File: src/rtl/f1_start_ctrl.sv
// F1 start-light sequencer: steps the light FSM on with one-cycle enables, holds for a
// pseudo-random time, issues lights-out, then times the driver's reaction.
module f1_start_ctrl #(
    parameter int TICK_CYCLES = 100,
    parameter int DELAY_UNIT  = 50,
    parameter int RT_WIDTH    = 16
) (
    input  logic                clk,
    input  logic                rst,
    input  logic                trigger,
    input  logic                react,
    output logic                light_en,
    output logic [3:0]          lit,
    output logic                lights_out,
    output logic                busy,
    output logic                react_valid,
    output logic [RT_WIDTH-1:0] react_time,
    output logic                jump_start
);
    localparam int TW = $clog2(TICK_CYCLES);
    localparam int PW = (DELAY_UNIT > 1) ? $clog2(DELAY_UNIT) : 1;

    typedef enum logic [2:0] {IDLE, LIGHT, HOLD, REACT, ABORT} state_t;

    state_t              state_q;
    logic [6:0]          lfsr_q;
    logic [TW-1:0]       tick_q;
    logic [PW-1:0]       pre_q;
    logic [6:0]          dcnt_q;
    logic [RT_WIDTH-1:0] rcnt_q;
    logic [RT_WIDTH-1:0] react_time_q;
    logic [3:0]          lit_q;
    // n_q counts enables already issued; lit_q trails it by one cycle like the light FSM
    logic [3:0]          n_q;
    logic                light_en_q;
    logic                lights_out_q;
    logic                react_valid_q;
    logic                jump_q;

    always_ff @(posedge clk or posedge rst) begin
        if (rst) begin
            state_q       <= IDLE;
            lfsr_q        <= 7'h01;
            tick_q        <= '0;
            pre_q         <= '0;
            dcnt_q        <= '0;
            rcnt_q        <= '0;
            react_time_q  <= '0;
            lit_q         <= '0;
            n_q           <= '0;
            light_en_q    <= 1'b0;
            lights_out_q  <= 1'b0;
            react_valid_q <= 1'b0;
            jump_q        <= 1'b0;
        end else begin
            lfsr_q        <= {lfsr_q[5:0], lfsr_q[6] ^ lfsr_q[5]};
            light_en_q    <= 1'b0;
            lights_out_q  <= 1'b0;
            react_valid_q <= 1'b0;
            jump_q        <= 1'b0;
            if (light_en_q) lit_q <= (lit_q == 4'd8) ? 4'd0 : lit_q + 4'd1;

            case (state_q)
                IDLE: begin
                    if (trigger) begin
                        state_q <= LIGHT;
                        tick_q  <= '0;
                    end
                end
                LIGHT: begin
                    if (react) begin
                        jump_q  <= 1'b1;
                        state_q <= ABORT;
                    end else if (tick_q == TW'(TICK_CYCLES - 1)) begin
                        tick_q     <= '0;
                        light_en_q <= 1'b1;
                        n_q        <= n_q + 4'd1;
                        if (n_q == 4'd7) begin
                            dcnt_q  <= lfsr_q;
                            pre_q   <= '0;
                            state_q <= HOLD;
                        end
                    end else begin
                        tick_q <= tick_q + TW'(1);
                    end
                end
                HOLD: begin
                    if (react) begin
                        jump_q  <= 1'b1;
                        state_q <= ABORT;
                    end else if (pre_q == PW'(DELAY_UNIT - 1)) begin
                        pre_q <= '0;
                        if (dcnt_q == 7'd1) begin
                            light_en_q   <= 1'b1;
                            lights_out_q <= 1'b1;
                            n_q          <= '0;
                            rcnt_q       <= RT_WIDTH'(1);
                            state_q      <= REACT;
                        end else begin
                            dcnt_q <= dcnt_q - 7'd1;
                        end
                    end else begin
                        pre_q <= pre_q + PW'(1);
                    end
                end
                REACT: begin
                    // Timeout reports all-ones, which is exactly rcnt_q at that point
                    if (react || rcnt_q == {RT_WIDTH{1'b1}}) begin
                        react_time_q  <= rcnt_q;
                        react_valid_q <= 1'b1;
                        state_q       <= IDLE;
                    end else begin
                        rcnt_q <= rcnt_q + RT_WIDTH'(1);
                    end
                end
                ABORT: begin
                    if (n_q == 4'd0) begin
                        state_q <= IDLE;
                    end else begin
                        light_en_q <= 1'b1;
                        if (n_q == 4'd8) begin
                            n_q     <= '0;
                            state_q <= IDLE;
                        end else begin
                            n_q <= n_q + 4'd1;
                        end
                    end
                end
                default: state_q <= IDLE;
            endcase
        end
    end

    assign light_en    = light_en_q;
    assign lit         = lit_q;
    assign lights_out  = lights_out_q;
    assign busy        = (state_q != IDLE);
    assign react_valid = react_valid_q;
    assign react_time  = react_time_q;
    assign jump_start  = jump_q;
endmodule
File: config.mk
export PLATFORM = sky130hd
export DESIGN_NAME = f1_start_ctrl
export DESIGN_NICKNAME = d
export VERILOG_FILES = /design/src/rtl/f1_start_ctrl.sv
export SDC_FILE = /design/constraint.sdc
export NUM_CORES = 1
export LEC_CHECK = 0
export ABC_AREA = 1
export CELL_PAD_IN_SITES_DETAIL_PLACEMENT = 1
export CELL_PAD_IN_SITES_GLOBAL_PLACEMENT = 2
export CORE_MARGIN = 2
export CORE_UTILIZATION = 30
export DETAILED_ROUTE_END_ITERATION = 6
export DONT_BUFFER_PORTS = 1
export PLACE_DENSITY = 0.63
export SYNTH_ARGS = -nofsm -noshare
export SYNTH_HDL_FRONTEND = slang
export SYNTH_SLANG_ARGS = --single-unit
File: constraint.sdc
create_clock -name clk -period 2.5 [get_ports clk]
set_clock_uncertainty 0.2 [all_clocks]
set_input_delay 0.125 -clock clk [delete_from_list [all_inputs] [get_ports clk]]
set_output_delay 0.125 -clock clk [all_outputs]
set_load 0.01 [all_outputs]
# == After elaboration in Yosys (flattened, before gate mapping) ==
# Index checks and enable logic that the tools add are counted.
# word_totals
regBits,74
inputBits,4
out_inout_bits,25
elab_cells,117
# classes
addsub,6
eq_ne,27
n_mux,54
bitwise,1
n_reduce_logical,16
# ops
cell,n
2-to-1 mux 16 bit,4
2-to-1 mux 7 bit,9
2-to-1 mux 4 bit,8
one-hot mux 16 bit (2 select lines),1
2-to-1 mux 3 bit,10
2-to-1 mux 6 bit,5
one-hot mux 7 bit (2 select lines),2
!= test 2 bit (second input constant),11
AND reduction 7 bit,3
adder 16 x 1 -> 16 bit (second input constant),1
== test 16 bit (second input constant),1
!= test 3 bit (second input constant),5
one-hot mux 3 bit (5 select lines),1
one-hot mux 4 bit (3 select lines),1
one-hot mux 6 bit (2 select lines),1
2-to-1 mux 1 bit,11
AND reduction 5 bit,2
adder 4 x 1 -> 4 bit (second input constant),2
== test 4 bit (second input constant),2
adder 7 x 1 -> 7 bit (second input constant),1
== test 7 x 1 -> 1 bit (second input constant),1
== test 7 bit (second input constant),1
subtractor 7 x 1 -> 7 bit (second input constant),1
adder 6 x 1 -> 6 bit (second input constant),1
other kinds (15),19

# == Depth between registers and ports, before layout ==
# depth
depth_word,5
depth_mapped,12
ltp_nobuf,12

# == Worst setup path before layout ==
# OpenSTA, ideal clock, no wires.
# synth_timing
kind,register to register
from,reg rcnt_q[0]
to,reg rcnt_q[6]
setup_time_ns,0.120
arrival_ns,1.534
required_time_ns,2.180
slack_ns,0.645
path_stages_with_launch,11
n_path_buf,0
synth_period_minus_slack_ns,1.855
path_cell_list,dfrtp_1 ha_1 nand2_1 nor2_2 nand2_1 inv_1 nand2_1 nand3_1 clkinv_1 o21ai_0 nand2_1
# synth_via
elab_chain_len,4
elab_cells_between_ends,7
cone_classes,add/sub: 1; eq/ne: 2; mux: 2; reduce/logical: 2
# synth_lines
element,line,text
from (decl),30,logic [RT_WIDTH-1:0] rcnt_q;
from (signal assigned),113,rcnt_q <= rcnt_q + RT_WIDTH'(1);
branches (longest 4 deep; another with adder 16 x 1 -> 16 bit),n/a,
# Several ways; the timed one is not identified. The select of a mux whose other input is x is not followed.
# A chain may end at the register's enable or synchronous reset.

# == Worst setup path in the final report ==
# layout_timing
from,reg rcnt_q[0]
to,reg react_time_q[12] (netlist: react_time[12])
# layout_via
elab_chain_len,3
# layout_lines
element,line,text
== test 16 bit,108,if (react || rcnt_q == {RT_WIDTH{1'b1}}) begin
logical OR 1 bit,108,
AND reduction 2 bit (no line),n/a,
to (signal assigned),109,react_time_q <= rcnt_q;
to (decl),31,logic [RT_WIDTH-1:0] react_time_q;
# Every way passes these cells.

==> results.toml <==
[sta]
rsz0062_at_grt = "false"
finalMaxSlewViolations = 0
setup_violations = 0
final.period_utilization_pct = 87.9
setup_slack_ns = 0.303
timing.fmax_mhz = 455
max_slew_margin_pct = 71.4
finalHoldViolations = 0
fin_setup_tns_ns = 0
finalCriticalPeriod_ns = 2.20
tightest_slew_ns = 0.430

[min_path]
hold_class = "input pin to flip-flop"

[cts]
post_cts_buffers = 0
cts_tree = "built"
cts_buffers = 9
cts_sinks = 74
root_buffer = "clkbuf_16"
cts_buffer_depth = 2
cts_max_level = 3
clkTransAtPathRegs_ns = 0.06
clock_latency_ns = 0.34

[final_layout]
final_area_um2 = 4510
fill_cells = 1643
fin_nets = 558
syn2layout_area_growth_pct = 12.9
drive_gt1_share_pct = 7.85
antenna_cells = 0

[yosys]
syn_area_per_cell_um2 = 7.50
synthTopCellsByArea = "dfrtp_1 46%, nand2_1 17%, inv_1 6.1%, nand3_1 5.4%, nor2_1 5.4%"
netlist.area_leader.share_pct = 45.7
synth_edf_count = 0
yosysTopAreaCell = "dfrtp_1"
seq_area_frac_synth_pct = 46.4
synth_most_common_cell = "nand2_1"
syn-num-nets = 547
synth_top_family_by_area = "simple AND/OR/NAND/NOR gates"
yosys.cell_types.count = 32
synth_warnings = 0
yosys.area_share.simple_pct = 32.6
synth_commonest_cells = "178 x nand2_1, 73 x dfrtp_1, 65 x inv_1"
synth_seq_cells = 74
syn_inst = 533
syn_area_um2 = 4000
muxShareOfSynthArea_pct = 0
synth-xor-area-share_pct = 1.32
synth_ff_type = "dfrtp_1"
yosys.area_share.adder_pct = 3.13
synth_compound_area_share_pct = 8.27
async_reset_ff_share_pct = 100

[power_and_ir_drop]
p_sw_mw = 1.72
p_leak_nw = 2.23
p_seq_share_pct = 38.7
power.internal_mw = 2.57
p_per_area_nw_per_um2 = 953
switching_share_pct = 40.1
ir_drop_uv = 291
clkPwrFrac_pct = 28.7
pwr-share-comb_pct = 32.7

[drt]
wl_per_cell_um = 14.2
drt-pass1-iter-count = 4
vias = 3358
drt_iter0_markers = 112
routed_wl_mm = 10.3
drcViolationCount = 0
ant_nets = 0
vias_per_cell = 4.64

[placed_design]
place_congestion = 0.739
placed_area_um2 = 4200
preCtsSetupSlack_ns = 0.134
numPortBuffers = 0
hpwl_mm = 7.25

[worst_setup_path]
crit_arrival_ns = 2.22
worstSetupStartpointType = "flip-flop"
required_ns = 2.52
cp_max_fo = 29
path_class = "flip-flop to flip-flop"
crit_path_end_kind = "flip-flop"

[global_route]
grt_remaining_overflow = 0
grt_pass1_vias = 3476
track_usage_pct = 15.7
grt_max_degree = 75
antenna_found_initial = 0
grt_pass1_wl_mm = 17.6

[floorplanning]
io_pins = 29
die_w_um = 119
die_area_um2 = 14300
dieHeight_um = 119
initial_core_util_pct = 30.4
num_rows = 42
core-area_um2 = 13100

[job]
maxCapViolations = 0

[run_status]
outcome = "complete, no violations"
[flip-flops by register name, summed over array words and instances (netlist names)]
name and count:
dcnt_q 7, jump_start 1, lfsr_q 7, light_en 1, lights_out 1, lit 4
n_q 4, pre_q 6, rcnt_q 16, react_time 16, react_valid 1, state_q 3
tick_q 7
[layer usage]
| layer | GRT usage [%] | vias to the layer above | part of all wire [%] |
|---|---|---|---|
| li1 | - | 1705 | - |
| met1 | 19.6 | 1620 | 46 |
| met2 | 26.5 | 21 | 50 |
| met3 | 3.11 | 12 | 2.2 |
| met4 | 6.03 | 0 | 1.7 |
| met5 | 0 | - | 0 |
[final cells by class]
cell class / count / area (µm²) / share of cell area, %
Clock buffer: 13 / 260 / 5.77
Timing Repair inverter: 1 / 7.51 / 0.166
Inverter: 69 / 264 / 5.85
Multi-Input combinational cell: 381 / 1810 / 40.2
Tap cell: 176 / 220 / 4.88
Sequential cell: 74 / 1850 / 41.1
Timing Repair Buffer: 8 / 77.6 / 1.72
Clock inverter: 2 / 12.5 / 0.277
[per-stage QoR]
| step | std cells | util, % | hold slack (ns) | power [mW] |
|---|---|---|---|---|
| after CTS | 723 | 34.2 | 0.0149 | 4.39 |
| after global routing | 724 | 34.3 | 0.0603 | 4.67 |
| final | 724 | 34.3 | 0.0192 | 4.30 |
| after global placement | 706 | 32.0 | -0.0663 | 3.06 |
| after detailed placement | 706 | 32.0 | -0.0609 | 3.11 |
| after floorplan | 533 | - | 0.0786 | 2.71 |
[cell families after synthesis]
| logic type | after synthesis |
|---|---|
| AO/OA/AOI/OAI | 59 |
| buffers and inverters | 78 |
| flip-flops | 74 |
| AND/OR/NAND/NOR | 306 |
| XOR/XNOR | 6 |
| adder cells (fa/ha/maj) | 10 |
[cells in the final DEF (no fill, tap or decap), types with 6 or more instances in the layout]
cell and instances:
nand3_1 42, clkbuf_16 9, o21ai_1 11, o21ai_0 28, nor2_1 57, ha_1 10
nand4_1 11, a21oi_1 13, nand2_1 178, xor2_1 6, dfrtp_1 73, inv_1 64
[repair_timing]
action / in CTS / in global routing
setup endpoints to repair: 0 / 10
hold buffers: 2 / 0
hold endpoints to repair: 85 / 0
gates resized for setup: 0 / 3
[worst max-delay path, stage by stage, from the launching register on]
cell and delay [ns]:
dfrtp_1 0.39, ha_1 0.27, nand2_1 0.13, nor2_2 0.18
nand2_1 0.12, inv_1 0.08, nand2_1 0.08, nand2_1 0.07
nand2_1 0.10, buf_4 0.27, nand2_1 0.11, o21ai_2 0.05
[power groups by stage]
stage	combinational [mW]	sequential [mW]	clock [mW]
after global routing	1.64	1.70	1.32
after CTS	1.44	1.67	1.28
after global placement	1.39	1.68	0
after detailed placement	1.43	1.69	0
after floorplan	1.09	1.62	0
final	1.40	1.66	1.23
[path summary, 6_finish.rpt]
path                                             from                          to  slack [ns]  depth (start not counted)
worst max-delay path            rcnt_q[0]$_DFFE_PP0P_  react_time[12]$_DFFE_PP0P_        0.30                         11
worst min-delay path                          trigger       tick_q[2]$_DFFE_PP0P_        0.02                          4
worst max register to register  rcnt_q[0]$_DFFE_PP0P_  react_time[12]$_DFFE_PP0P_        0.30                         11
worst min register to register    lfsr_q[4]$_DFF_PP0_         lfsr_q[5]$_DFF_PP0_        0.17                          0
max in group asynchronous                         rst         lfsr_q[0]$_DFF_PP1_        1.60                          3
min in group asynchronous                         rst   react_time[3]$_DFFE_PP0P_        0.13                          3
(Power assumes the default switching activity.)
